`config.mk`:
```
export PLATFORM = sky130hd
export DESIGN_NAME = tt7_extractor
export DESIGN_NICKNAME = d
export VERILOG_FILES = /design/src/rtl/tt7_pkg.sv /design/src/rtl/tt7_extractor.sv
export SDC_FILE = /design/constraint.sdc
export NUM_CORES = 1
export LEC_CHECK = 0
export BUFFER_PORTS_ARGS = -buffer_cell sky130_fd_sc_hd__buf_4
export CAP_MARGIN = 15
export CORE_MARGIN = 5
export CORE_UTILIZATION = 57
export DETAILED_ROUTE_END_ITERATION = 10
export PLACE_DENSITY = 0.93
export RECOVER_POWER = 25
export SYNTH_ARGS = -nofsm -noshare
export SYNTH_HDL_FRONTEND = slang
export SYNTH_SLANG_ARGS = --single-unit
```
`constraint.sdc`:
```
create_clock -name clk -period 5.6 [get_ports clk]
set_input_delay 0.56 -clock clk [delete_from_list [all_inputs] [get_ports clk]]
set_output_delay 0.56 -clock clk [all_outputs]
set_load 0.1 [all_outputs]
```
`src/rtl/tt7_pkg.sv`:
```
// Shared types and constants for the 7-input truth-table extractor.
package tt7_pkg;

  localparam int unsigned NUM_VARS = 7;
  localparam int unsigned TT_BITS  = 1 << NUM_VARS;
  localparam int unsigned ONES_W   = NUM_VARS + 1;
  // Settle wait counter; wide enough for a load of 14 (SETTLE_CYCLES up to 15).
  localparam int unsigned CNT_W    = 4;

  typedef logic [TT_BITS-1:0]  tt_t;
  typedef logic [NUM_VARS-1:0] minterm_t;
  typedef logic [ONES_W-1:0]   ones_t;

  typedef enum logic [1:0] {
    IDLE,
    SETTLE,
    SAMPLE,
    OUT
  } tt7_state_e;

  // One-hot write enable selecting the truth-table bit for a given minterm.
  function automatic tt_t onehot_enable(input minterm_t idx);
    tt_t en;
    en      = '0;
    en[idx] = 1'b1;
    return en;
  endfunction

endpackage

```
`src/rtl/tt7_extractor.sv`:
```
// Sequential truth-table reader: sweeps all 128 minterms of a 7-input network,
// samples its output once per minterm after a settle delay, and hands the table
// plus onset count to the consumer over a valid/ready handshake.
module tt7_extractor
  import tt7_pkg::*;
#(
  parameter int unsigned SETTLE_CYCLES = 1
) (
  input  logic                clk,
  input  logic                rst_n,
  input  logic                start_i,
  output logic                busy_o,
  output logic [NUM_VARS-1:0] x_o,
  input  logic                f_i,
  output logic [TT_BITS-1:0]  tt_o,
  output logic [ONES_W-1:0]   ones_o,
  output logic                tt_valid_o,
  input  logic                tt_ready_i
);

  // Counter counts down to zero, so SETTLE lasts exactly SETTLE_CYCLES cycles.
  localparam logic [CNT_W-1:0] SettleLoad = CNT_W'(SETTLE_CYCLES - 1);

  tt7_state_e       state_q, state_d;
  minterm_t         x_q, x_d;
  tt_t              tt_q, tt_d;
  ones_t            ones_q, ones_d;
  logic [CNT_W-1:0] cnt_q, cnt_d;

  tt_t wr_en;
  tt_t f_rep;

  // Decoded write enable for the current minterm and the sampled bit replicated.
  always_comb begin
    wr_en = onehot_enable(x_q);
    f_rep = {TT_BITS{f_i}};
  end

  // Next-state logic; f_i is only consumed in SAMPLE so X elsewhere never leaks in.
  always_comb begin
    state_d = state_q;
    x_d     = x_q;
    tt_d    = tt_q;
    ones_d  = ones_q;
    cnt_d   = cnt_q;

    unique case (state_q)
      IDLE: begin
        if (start_i) begin
          state_d = SETTLE;
          x_d     = '0;
          tt_d    = '0;
          ones_d  = '0;
          cnt_d   = SettleLoad;
        end
      end

      SETTLE: begin
        if (cnt_q == '0) begin
          state_d = SAMPLE;
        end else begin
          cnt_d = cnt_q - 1'b1;
        end
      end

      SAMPLE: begin
        tt_d   = (tt_q & ~wr_en) | (wr_en & f_rep);
        ones_d = ones_q + ONES_W'(f_i);
        if (x_q == '1) begin
          // Last minterm: x holds at 127 while the result is presented.
          state_d = OUT;
        end else begin
          x_d     = x_q + 1'b1;
          cnt_d   = SettleLoad;
          state_d = SETTLE;
        end
      end

      OUT: begin
        if (tt_ready_i) begin
          state_d = IDLE;
        end
      end

      default: begin
        state_d = IDLE;
      end
    endcase
  end

  // State and datapath registers; reset discards any partial table.
  always_ff @(posedge clk or negedge rst_n) begin
    if (!rst_n) begin
      state_q <= IDLE;
      x_q     <= '0;
      tt_q    <= '0;
      ones_q  <= '0;
      cnt_q   <= '0;
    end else begin
      state_q <= state_d;
      x_q     <= x_d;
      tt_q    <= tt_d;
      ones_q  <= ones_d;
      cnt_q   <= cnt_d;
    end
  end

  // Outputs decoded from registered state.
  always_comb begin
    busy_o     = (state_q == SETTLE) || (state_q == SAMPLE);
    tt_valid_o = (state_q == OUT);
    x_o        = x_q;
    tt_o       = tt_q;
    ones_o     = ones_q;
  end

endmodule

```
==> impl_metrics.ini, run 1 <==
[placement]
gp_congestion = 0.843
dpl-instance-area_um2 = 8360
portBuffers = 149
dp_cells = 995
detailed_place_hpwl_mm = 13.3
pre_cts_ws_ps = 2760

[global_route]
gr-total-overflow = 0
grt_usage = 0.294
grt_max_degree = 137
grt_pass1_wl_mm = 36.5
grt_antenna_before_repair = 0
grt_pass1_vias = 6474

[clock_tree]
cts.sink_count = 149
insertion_delay_ps = 440
post-cts-setup-buffers = 0
cts_tree = done
cts_buffer_depth = 2
clk_pin_slew_worst_paths_ps = 60
holdBufCountCts = 0
post_cts_resized = 0
h-tree-depth = 4
numCtsBuffers = 17
cts_root_buf = clkbuf_16

[synth]
synthArstFlopShare = 1.00
ys_types = 50
netlist_area_um2 = 7470
synth_cells = 763
ys_ff_latch = 149
synth_edf_count = 0
ys.flop_type = dfrtp_1
synth_nets = 778
ys_warn_count = 0
avgSynthCellArea_um2 = 9.79
ys_seq_area_frac = 0.499

[timing]
fin_setup_tns_ps = 0
relSlewSlack = -0.760
setup_viol = 0
tightest_slew_ps = 2640
drv_slew = 107
rsz0062_at_grt = false
period_share = 0.534
max_freq_ghz = 0.334
timing.final.ws_setup_ps = 2610
clock_skew_ps = 8.60
hold_violations = 0
min_period_ps = 2990

[pwr]
seqPwrFrac = 0.426
p_per_area_nw_per_um2 = 296
p_switching_w = 0.000761
clkPwrFrac = 0.459
p_int_w = 0.00190
ir_worst_vdd_mv = 0.202
leakage_nw = 3.80
p_comb_frac = 0.115
p_sw_frac = 0.286

[routing]
drc = 0
drt_wl_total_mm = 23.3
final_antenna_net_count = 0
avgViaCountPerCell = 6.59
drt-initial-drc-count = 1045
num_vias = 6776
routedWlPerCell_um = 22.6
drtPass1Iterations = 5

[worst_setup_path]
cp-start-kind = flip-flop
crit_chain = inv_1, ha_1, mux2_4, o21ai_1, mux2_2
critPathSlowestCell = mux2_4
setup.worst_path.end_class = flip-flop
crit_path_max_fanout = 136
critPathKind = reg2reg
cp_data_arrival_time_ps = 3310
path_delay_family = multiplexers
cp.required_ps = 5910
crit_path_max_incr_delay_ps = 990
cp_num_buf_inv = 1

[final_layout]
drive_gt1_frac = 0.237
post-route-util = 0.706
fin_area_um2 = 8990
antenna_cells = 0
syn_to_final_growth_pct = 20.3
layout.nets = 858
layout_commonest_cell = dfrtp_1
fin_cells = 1028
layout_common_cells = dfrtp_1 (149), buf_4 (144), o2bb2ai_1 (128)

[floorplan]
die_w_um = 124
io_pins = 150
die-area_um2 = 15500
rows = 41
die_h_um = 124
coreArea_um2 = 12700
start_util = 0.587

[outcome]
violations = capacitance limit, slew limit
status = finished, violations left

[worst_hold_path]
hp-class = reg2reg

[job]
maxCapViolations = 1
==> kinds of logic after synthesis <==
kind of cell	after synthesis	synth area share
xor+xnor	2	0.00234
compound gates	294	0.272
mux	4	0.00586
fa+ha+maj	10	0.0167
buf+inv	105	0.0702
flops	149	0.499
simple gates	199	0.133
==> power groups by stage <==
stage                     clock network (W)  logic [W]  registers, W
after CTS                           0.00121   0.000310       0.00113
after detailed placement                  0   0.000309       0.00115
after floorplan                           0  0.0000439       0.00133
after global placement                    0   0.000307       0.00115
after global routing                0.00126   0.000320       0.00113
final                               0.00122   0.000306       0.00113
==> layout make-up <==
cell class,count,area [um2]
Sequential cell,149,3730
Clock inverter,13,171
Clock buffer,19,453
Inverter,15,56.3
Timing Repair Buffer,151,1130
Tap cell,172,215
Multi-Input combinational cell,509,3230
Fill cell,870,3730
==> final timing paths <==
kind | cells after the start | start | endpoint | slack, ps
setup reg to reg | 5 | state_q[0] | x_o[0] | 2610
hold / removal | 1 | tt_o[13] | tt_o[13] | 490
hold reg to reg | 1 | tt_o[13] | tt_o[13] | 490
setup / recovery | 5 | state_q[0] | x_o[0] | 2610
max in group asynchronous | 2 | rst_n | tt_o[42] | 2900
min in group asynchronous | 1 | rst_n | tt_o[26] | 880
==> through the flow <==
| stage | power, W | hold slack [ps] |
|---|---|---|
| 2_1_floorplan | 0.00138 | 264 |
| 3_3_place_gp | 0.00146 | 472 |
| 3_5_place_dp | 0.00146 | 475 |
| 4_1_cts | 0.00265 | 301 |
| 5_1_grt | 0.00272 | 497 |
| 6_report | 0.00266 | 490 |
==> per-layer routing <==
metal	up-vias	wire length, um	GRT usage
met2	443	10700	0.443
met1	3312	8990	0.389
li1	2929	-	-
met4	0	1050	0.140
met5	-	0	0
met3	92	2550	0.0918
==> Yosys cell counts, types with 4 or more instances <==
| cell | n | area, um2 |
|---|---|---|
| nand2_1 | 14 | 52.6 |
| o2bb2ai_1 | 128 | 1120 |
| nand3_2 | 4 | 40.0 |
| nor2_1 | 126 | 473 |
| buf_2 | 41 | 205 |
| nor2_2 | 6 | 37.5 |
| inv_1 | 11 | 41.3 |
| nor3_1 | 4 | 20.0 |
| o21ai_1 | 28 | 140 |
| a22o_1 | 7 | 61.3 |
| dfrtp_1 | 149 | 3730 |
| buf_6 | 10 | 113 |
| o31ai_1 | 4 | 30.0 |
| clkbuf_1 | 37 | 139 |
| ha_1 | 10 | 125 |
| o21ai_0 | 106 | 531 |
| nand4bb_1 | 6 | 67.6 |
| inv_2 | 4 | 15.0 |
| a21oi_1 | 9 | 45.0 |
| nand3_1 | 10 | 50.1 |
| nand4b_1 | 4 | 35.0 |
==> sequential cells by signal (all words and copies together) (netlist names) <==
name,flops
cnt_q,4
ones_o,8
state_q,2
tt_o,128
x_o,7
Power figures use the tool's default switching activity.
==> inputs of run 2 (changes only) <==
--- a/config.mk
+++ b/config.mk
@@ -5,12 +5,13 @@
 export SDC_FILE = /design/constraint.sdc
 export NUM_CORES = 1
 export LEC_CHECK = 0
+export ABC_AREA = 1
 export BUFFER_PORTS_ARGS = -buffer_cell sky130_fd_sc_hd__buf_4
 export CAP_MARGIN = 15
 export CORE_MARGIN = 5
-export CORE_UTILIZATION = 57
+export CORE_UTILIZATION = 51
 export DETAILED_ROUTE_END_ITERATION = 10
-export PLACE_DENSITY = 0.93
+export PLACE_DENSITY = 0.88
 export RECOVER_POWER = 25
 export SYNTH_ARGS = -nofsm -noshare
 export SYNTH_HDL_FRONTEND = slang
==> constraint.sdc (replaced) <==
create_clock -name clk -period 2.5 [get_ports clk]
set_input_delay 0.25 -clock clk [delete_from_list [all_inputs] [get_ports clk]]
set_output_delay 0.25 -clock clk [all_outputs]
set_load 0.1 [all_outputs]
==> run 2 against run 1 <==
Against the previous run: the flow now finishes without violations; die area increased by 23%; worst setup slack got worse by 2100 ps; flip-flop and latch count stayed put; fmax increased by 49%; register-to-register slack worse by 2100 ps; global-route usage is 2.5 points lower; final area rose by 14%; worst hold slack worse by 280 ps; first-iteration DRC count stayed put; largest cell class is now multi-input gates; highest routed layer unchanged.
==> impl_metrics.ini, run 2 <==
[outcome]
status = completed

[synth]
synth_edf_count = 0
netlist_area_um2 = 8390
synth_nets = 1096
avgSynthCellArea_um2 = 7.76
synth_commonest_cells = nand2_1 (332), nand3_1 (242), dfrtp_1 (149)
synthArstFlopShare = 1.00
ys_types = 28
synth.top_cell.area_share = 0.444
ys.flop_type = dfrtp_1
ys_warn_count = 0
synth_cells = 1081
yosysMostFrequentCell = nand2_1
synthTopCellsByArea = dfrtp_1 (44%), nand2_1 (15%), nand3_1 (14%)
yosys.area.top_type = dfrtp_1
ys_seq_area_frac = 0.444
ys_ff_latch = 149

[final_layout]
layout.nets = 1221
post-route-util = 0.639
layout_commonest_cell = nand2_1
layout_common_cells = nand2_1 (332), nand3_1 (242), buf_4 (162)
antenna_cells = 0
syn_to_final_growth_pct = 21.8
n_fill_cell = 1329
fin_cells = 1435
largest_reg_flops = 128
drive_gt1_frac = 0.192

[worst_setup_path]
setup.worst_path.end_class = flip-flop
cp.required_ps = 2850
reg2reg_depth = 7
critPathKind = reg2reg
cp-start-kind = flip-flop
cp_data_arrival_time_ps = 2360
crit_path_max_fanout = 59

[floorplan]
die_w_um = 138
rows = 46
start_util = 0.524
coreArea_um2 = 16000
io_pins = 150
die_h_um = 138
die-area_um2 = 19100

[clock_tree]
clk_pin_slew_worst_paths_ps = 60
post-cts-setup-buffers = 0
numCtsBuffers = 17
post_cts_resized = 0
cts_buffer_depth = 2
cts_tree = done
cts.sink_count = 149
insertion_delay_ps = 430
cts_root_buf = clkbuf_16
h-tree-depth = 4

[timing]
min_period_ps = 2000
period_share = 0.802
max_freq_ghz = 0.499
relSlewSlack = 0.0144
clock_skew_ps = 7.01
drv_slew = 0
rsz0062_at_grt = false
setup_viol = 0
hold_violations = 0
timing.final.ws_setup_ps = 495
fin_setup_tns_ps = 0
tightest_slew_ps = 1480

[global_route]
grt_antenna_before_repair = 0
grt_usage = 0.269
grt_pass1_wl_mm = 42.5
gr-total-overflow = 0
grt_max_degree = 129
grt_pass1_vias = 8122

[worst_hold_path]
hold_path_depth = 3
hp-class = in2reg

[pwr]
p_per_area_nw_per_um2 = 929
ir_worst_vdd_mv = 0.657
leakage_nw = 4.97

[placement]
gp_congestion = 0.884
dp_cells = 1402
pre_cts_ws_ps = 539
detailed_place_hpwl_mm = 17.3
portBuffers = 149

[routing]
drc = 0
routedWlPerCell_um = 18.3
drtPass1Iterations = 6
final_antenna_net_count = 0
drt-initial-drc-count = 1045
drt_wl_total_mm = 26.2
num_vias = 8504
avgViaCountPerCell = 5.93

[job]
maxCapViolations = 0
[run 2: changes by cell type after synthesis, moves of 6 or more]
| cell | before | now |
|---|---|---|
| nand2_1 | 14 | 332 |
| inv_1 | 11 | 28 |
| o21ai_0 | 106 | 18 |
| o2bb2ai_1 | 128 | 0 |
| clkbuf_1 | 37 | 18 |
| o21bai_1 | 0 | 100 |
| buf_6 | 10 | 3 |
| o21ai_1 | 28 | 20 |
| nand3_1 | 10 | 242 |
| buf_4 | 1 | 18 |
| nand4bb_1 | 6 | 0 |
| nor2_1 | 126 | 59 |
| a21oi_1 | 9 | 19 |
| buf_2 | 41 | 19 |
[run 2: per-layer routing]
metal  part of all wire  global-route usage  vias to the layer above
met5                  0                   0                        -
met4              0.030               0.100                        0
met3               0.10              0.0648                       85
met2               0.47               0.428                      537
met1               0.40               0.360                     4010
li1                   -                   -                     3872
[run 2: final timing paths]
path,startpoint,end,slack [ps]
setup / recovery,state_q[0],x_o[6],500
min in group asynchronous,rst_n,tt_o[101],710
hold reg to reg,cnt_q[1],cnt_q[1],500
hold / removal,f_i,ones_o[0],210
max in group asynchronous,rst_n,tt_o[59],710
setup reg to reg,state_q[0],x_o[6],500
[run 2: final cells by class]
cell class	count	area (um2)	area share
Clock inverter	11	77.6	0.00759
Timing Repair Buffer	170	1350	0.132
Sequential cell	149	3730	0.365
Tap cell	216	270	0.0264
Multi-Input combinational cell	835	4190	0.410
Clock buffer	21	480	0.0470
Inverter	33	126	0.0124
[run 2: critical path: stages, from the launching register on]
cell and delay [ps]:
dfrtp_1 430, inv_1 120, ha_1 380, inv_1 150
nor2_4 240, buf_12 290, nand2_1 140, o21ai_1 180
[run 2: kinds of logic after synthesis]
family / Yosys count / share of synthesized area
AND/OR/NAND/NOR: 664 / 0.356
AO/OA/AOI/OAI: 159 / 0.126
flip-flops: 149 / 0.444
buffers and inverters: 97 / 0.0570
adder cells (fa/ha/maj): 10 / 0.0149
XOR/XNOR: 2 / 0.00209
[run 2: what timing repair did]
item                                    4_1_cts  5_1_grt
hold buffers                                  1        0
endpoints found under the hold margin        52        0
endpoints found under the setup margin        0        0
[run 2: metrics by stage]
| stage | power, W | cell area, um2 | hold WS (ps) |
|---|---|---|---|
| 2_1_floorplan | 0.00608 | 8390 | -45.6 |
| 3_3_place_gp | 0.00701 | 9660 | 249 |
| 3_5_place_dp | 0.00709 | 9660 | 252 |
| 4_1_cts | 0.00947 | 10200 | 203 |
| 5_1_grt | 0.00986 | 10200 | 219 |
| 6_report | 0.00950 | 10200 | 207 |
[run 2: power breakdown]
part	internal [W]	switching, W
Combinational	0.000875	0.00332
Sequential	0.00264	0.000253
Clock	0.00137	0.00104
==> inputs of run 3 (changes only) <==
==> constraint.sdc (replaced) <==
create_clock -name clk -period 1.6 [get_ports clk]
set_input_delay 0.16 -clock clk [delete_from_list [all_inputs] [get_ports clk]]
set_output_delay 0.16 -clock clk [all_outputs]
set_load 0.1 [all_outputs]
==> run 3 against run 2 <==
Against the previous run: the run now ends with setup timing left; largest power group unchanged; utilization increased by 6.8 points; via count grew 9.3%; first-iteration DRC count rose by 51%; clock skew fell by 0.57 ps; sequential power increased by 56%; final area rose by 11%; flip-flop and latch count unchanged; non-clock buffer count rose by 65; worst setup slack worse by 530 ps; count of clock-buffer cells in the layout fell by 2.
==> impl_metrics.ini, run 3 (synthesis gave the netlist of run 2 again) <==
[pwr]
p_per_area_nw_per_um2 = 1510
ir_worst_vdd_mv = 1.13
leakage_nw = 5.44

[timing]
clock_skew_ps = 6.44
drv_slew = 0
timing.final.ws_setup_ps = -34.1
relSlewSlack = 0.440
hold_violations = 0
max_freq_ghz = 0.612
setup_viol = 4
min_period_ps = 1630
whs_ps = 106
period_share = 1.02
tightest_slew_ps = 840
rsz0062_at_grt = true

[final_layout]
syn_to_final_growth_pct = 34.8
fin_cells = 1500
drive_gt1_frac = 0.260
layout_common_cells = nand2_1 (325), nand3_1 (238), buf_4 (192)
layout_commonest_cell = nand2_1
antenna_cells = 0
layout.nets = 1286
largest_reg_flops = 128

[worst_setup_path]
critPathKind = reg2reg
cp_data_arrival_time_ps = 1960
cp-start-kind = flip-flop
setup.worst_path.end_class = flip-flop
cp.required_ps = 1920
reg2reg_slack_ps = -30
crit_path_max_fanout = 5

[global_route]
grt_antenna_before_repair = 0
grt_pass1_vias = 8432
grt_pass1_wl_mm = 43.9
grt_max_degree = 71
gr-total-overflow = 0
grt_usage = 0.280

[clock_tree]
cts_root_buf = clkbuf_16
cts.sink_count = 149
insertion_delay_ps = 440
h-tree-depth = 4
clk_pin_slew_worst_paths_ps = 70
numCtsBuffers = 17
cts_tree = done
cts_buffer_depth = 2

[routing]
routedWlPerCell_um = 20.4
avgViaCountPerCell = 6.20
drc = 0
num_vias = 9295
final_antenna_net_count = 0
drt_wl_total_mm = 30.6
drt-initial-drc-count = 1575
drtPass1Iterations = 7

[floorplan]
die-area_um2 = 19100
start_util = 0.524
rows = 46
coreArea_um2 = 16000
die_w_um = 138
die_h_um = 138
io_pins = 150

[outcome]
status = finished, violations left
violations = setup timing

[worst_hold_path]
hp-class = in2reg

[placement]
detailed_place_hpwl_mm = 18.2
dp_cells = 1450
portBuffers = 149
gp_congestion = 0.945

[job]
maxCapViolations = 0
[run 3: cell types whose count changed in the layout (fill, tap and decap cells not counted), sizes merged]
cell / change
buf: +58
clkbuf: +5
bufinv: +3
inv: +2
clkinvlp: -2
clkinv: -1
[run 3: power by group]
group          internal [W]  switching, W  total, W  leakage [nW]
combinational       0.00239       0.00586   0.00825          3.10
sequential          0.00415      0.000375   0.00452          2.05
clock               0.00255       0.00173   0.00428         0.297
[run 3: path summary, 6_finish.rpt]
check,to,cells after the start,startpoint
hold reg to reg,cnt_q[1],2,cnt_q[1]
setup reg to reg,tt_o[25],8,x_o[2]
hold / removal,ones_o[0],3,f_i
min in group asynchronous,tt_o[82],2,rst_n
max in group asynchronous,x_o[4],3,rst_n
setup / recovery,tt_o[25],8,x_o[2]
[run 3: cell type report]
cell class	count	area, um2
clock buffer	19	453
clock inverter	13	170
fill	1142	4690
inverter	33	145
multi-input combinational	835	4290
sequential	149	3760
tap	216	270
timing repair buffer	235	2220
[run 3: critical path: stages (launching register included)]
cell     delay, ps
dfrtp_4        490
buf_6          140
buf_8          130
nor3_4         180
buf_6          150
buf_6          130
nand3_1        100
nand3_1        120
nand2_1         70
[run 3: timing repair]
item	CTS	global route
hold buffers	1	0
hold endpoints to repair	149	0
gates resized for setup	8	40
setup endpoints to repair	44	147
gates cloned	0	11
buffers inserted	2	4
pin swaps	0	8
[run 3: routing by layer]
metal / track usage / routed length (um) / vias up
met5: 0 / 0 / -
met4: 0.127 / 1820 / 0
met3: 0.0631 / 3840 / 206
met2: 0.440 / 14100 / 801
met1: 0.373 / 10900 / 4278
li1: - / - / 4010
[run 3: per-stage QoR]
stage / power, W / util / setup WS [ps] / setup TNS (ps) / cell area (um2)
2_1_floorplan: 0.00965 / - / -63.5 / -602 / 8490
3_3_place_gp: 0.0114 / 0.640 / 22.5 / 0 / 10200
3_5_place_dp: 0.0115 / 0.640 / -64.8 / -377 / 10200
4_1_cts: 0.0158 / 0.681 / 0.160 / 0 / 10900
5_1_grt: 0.0176 / 0.707 / -114 / -2970 / 11300
6_report: 0.0171 / 0.707 / -34.1 / -75.8 / 11300
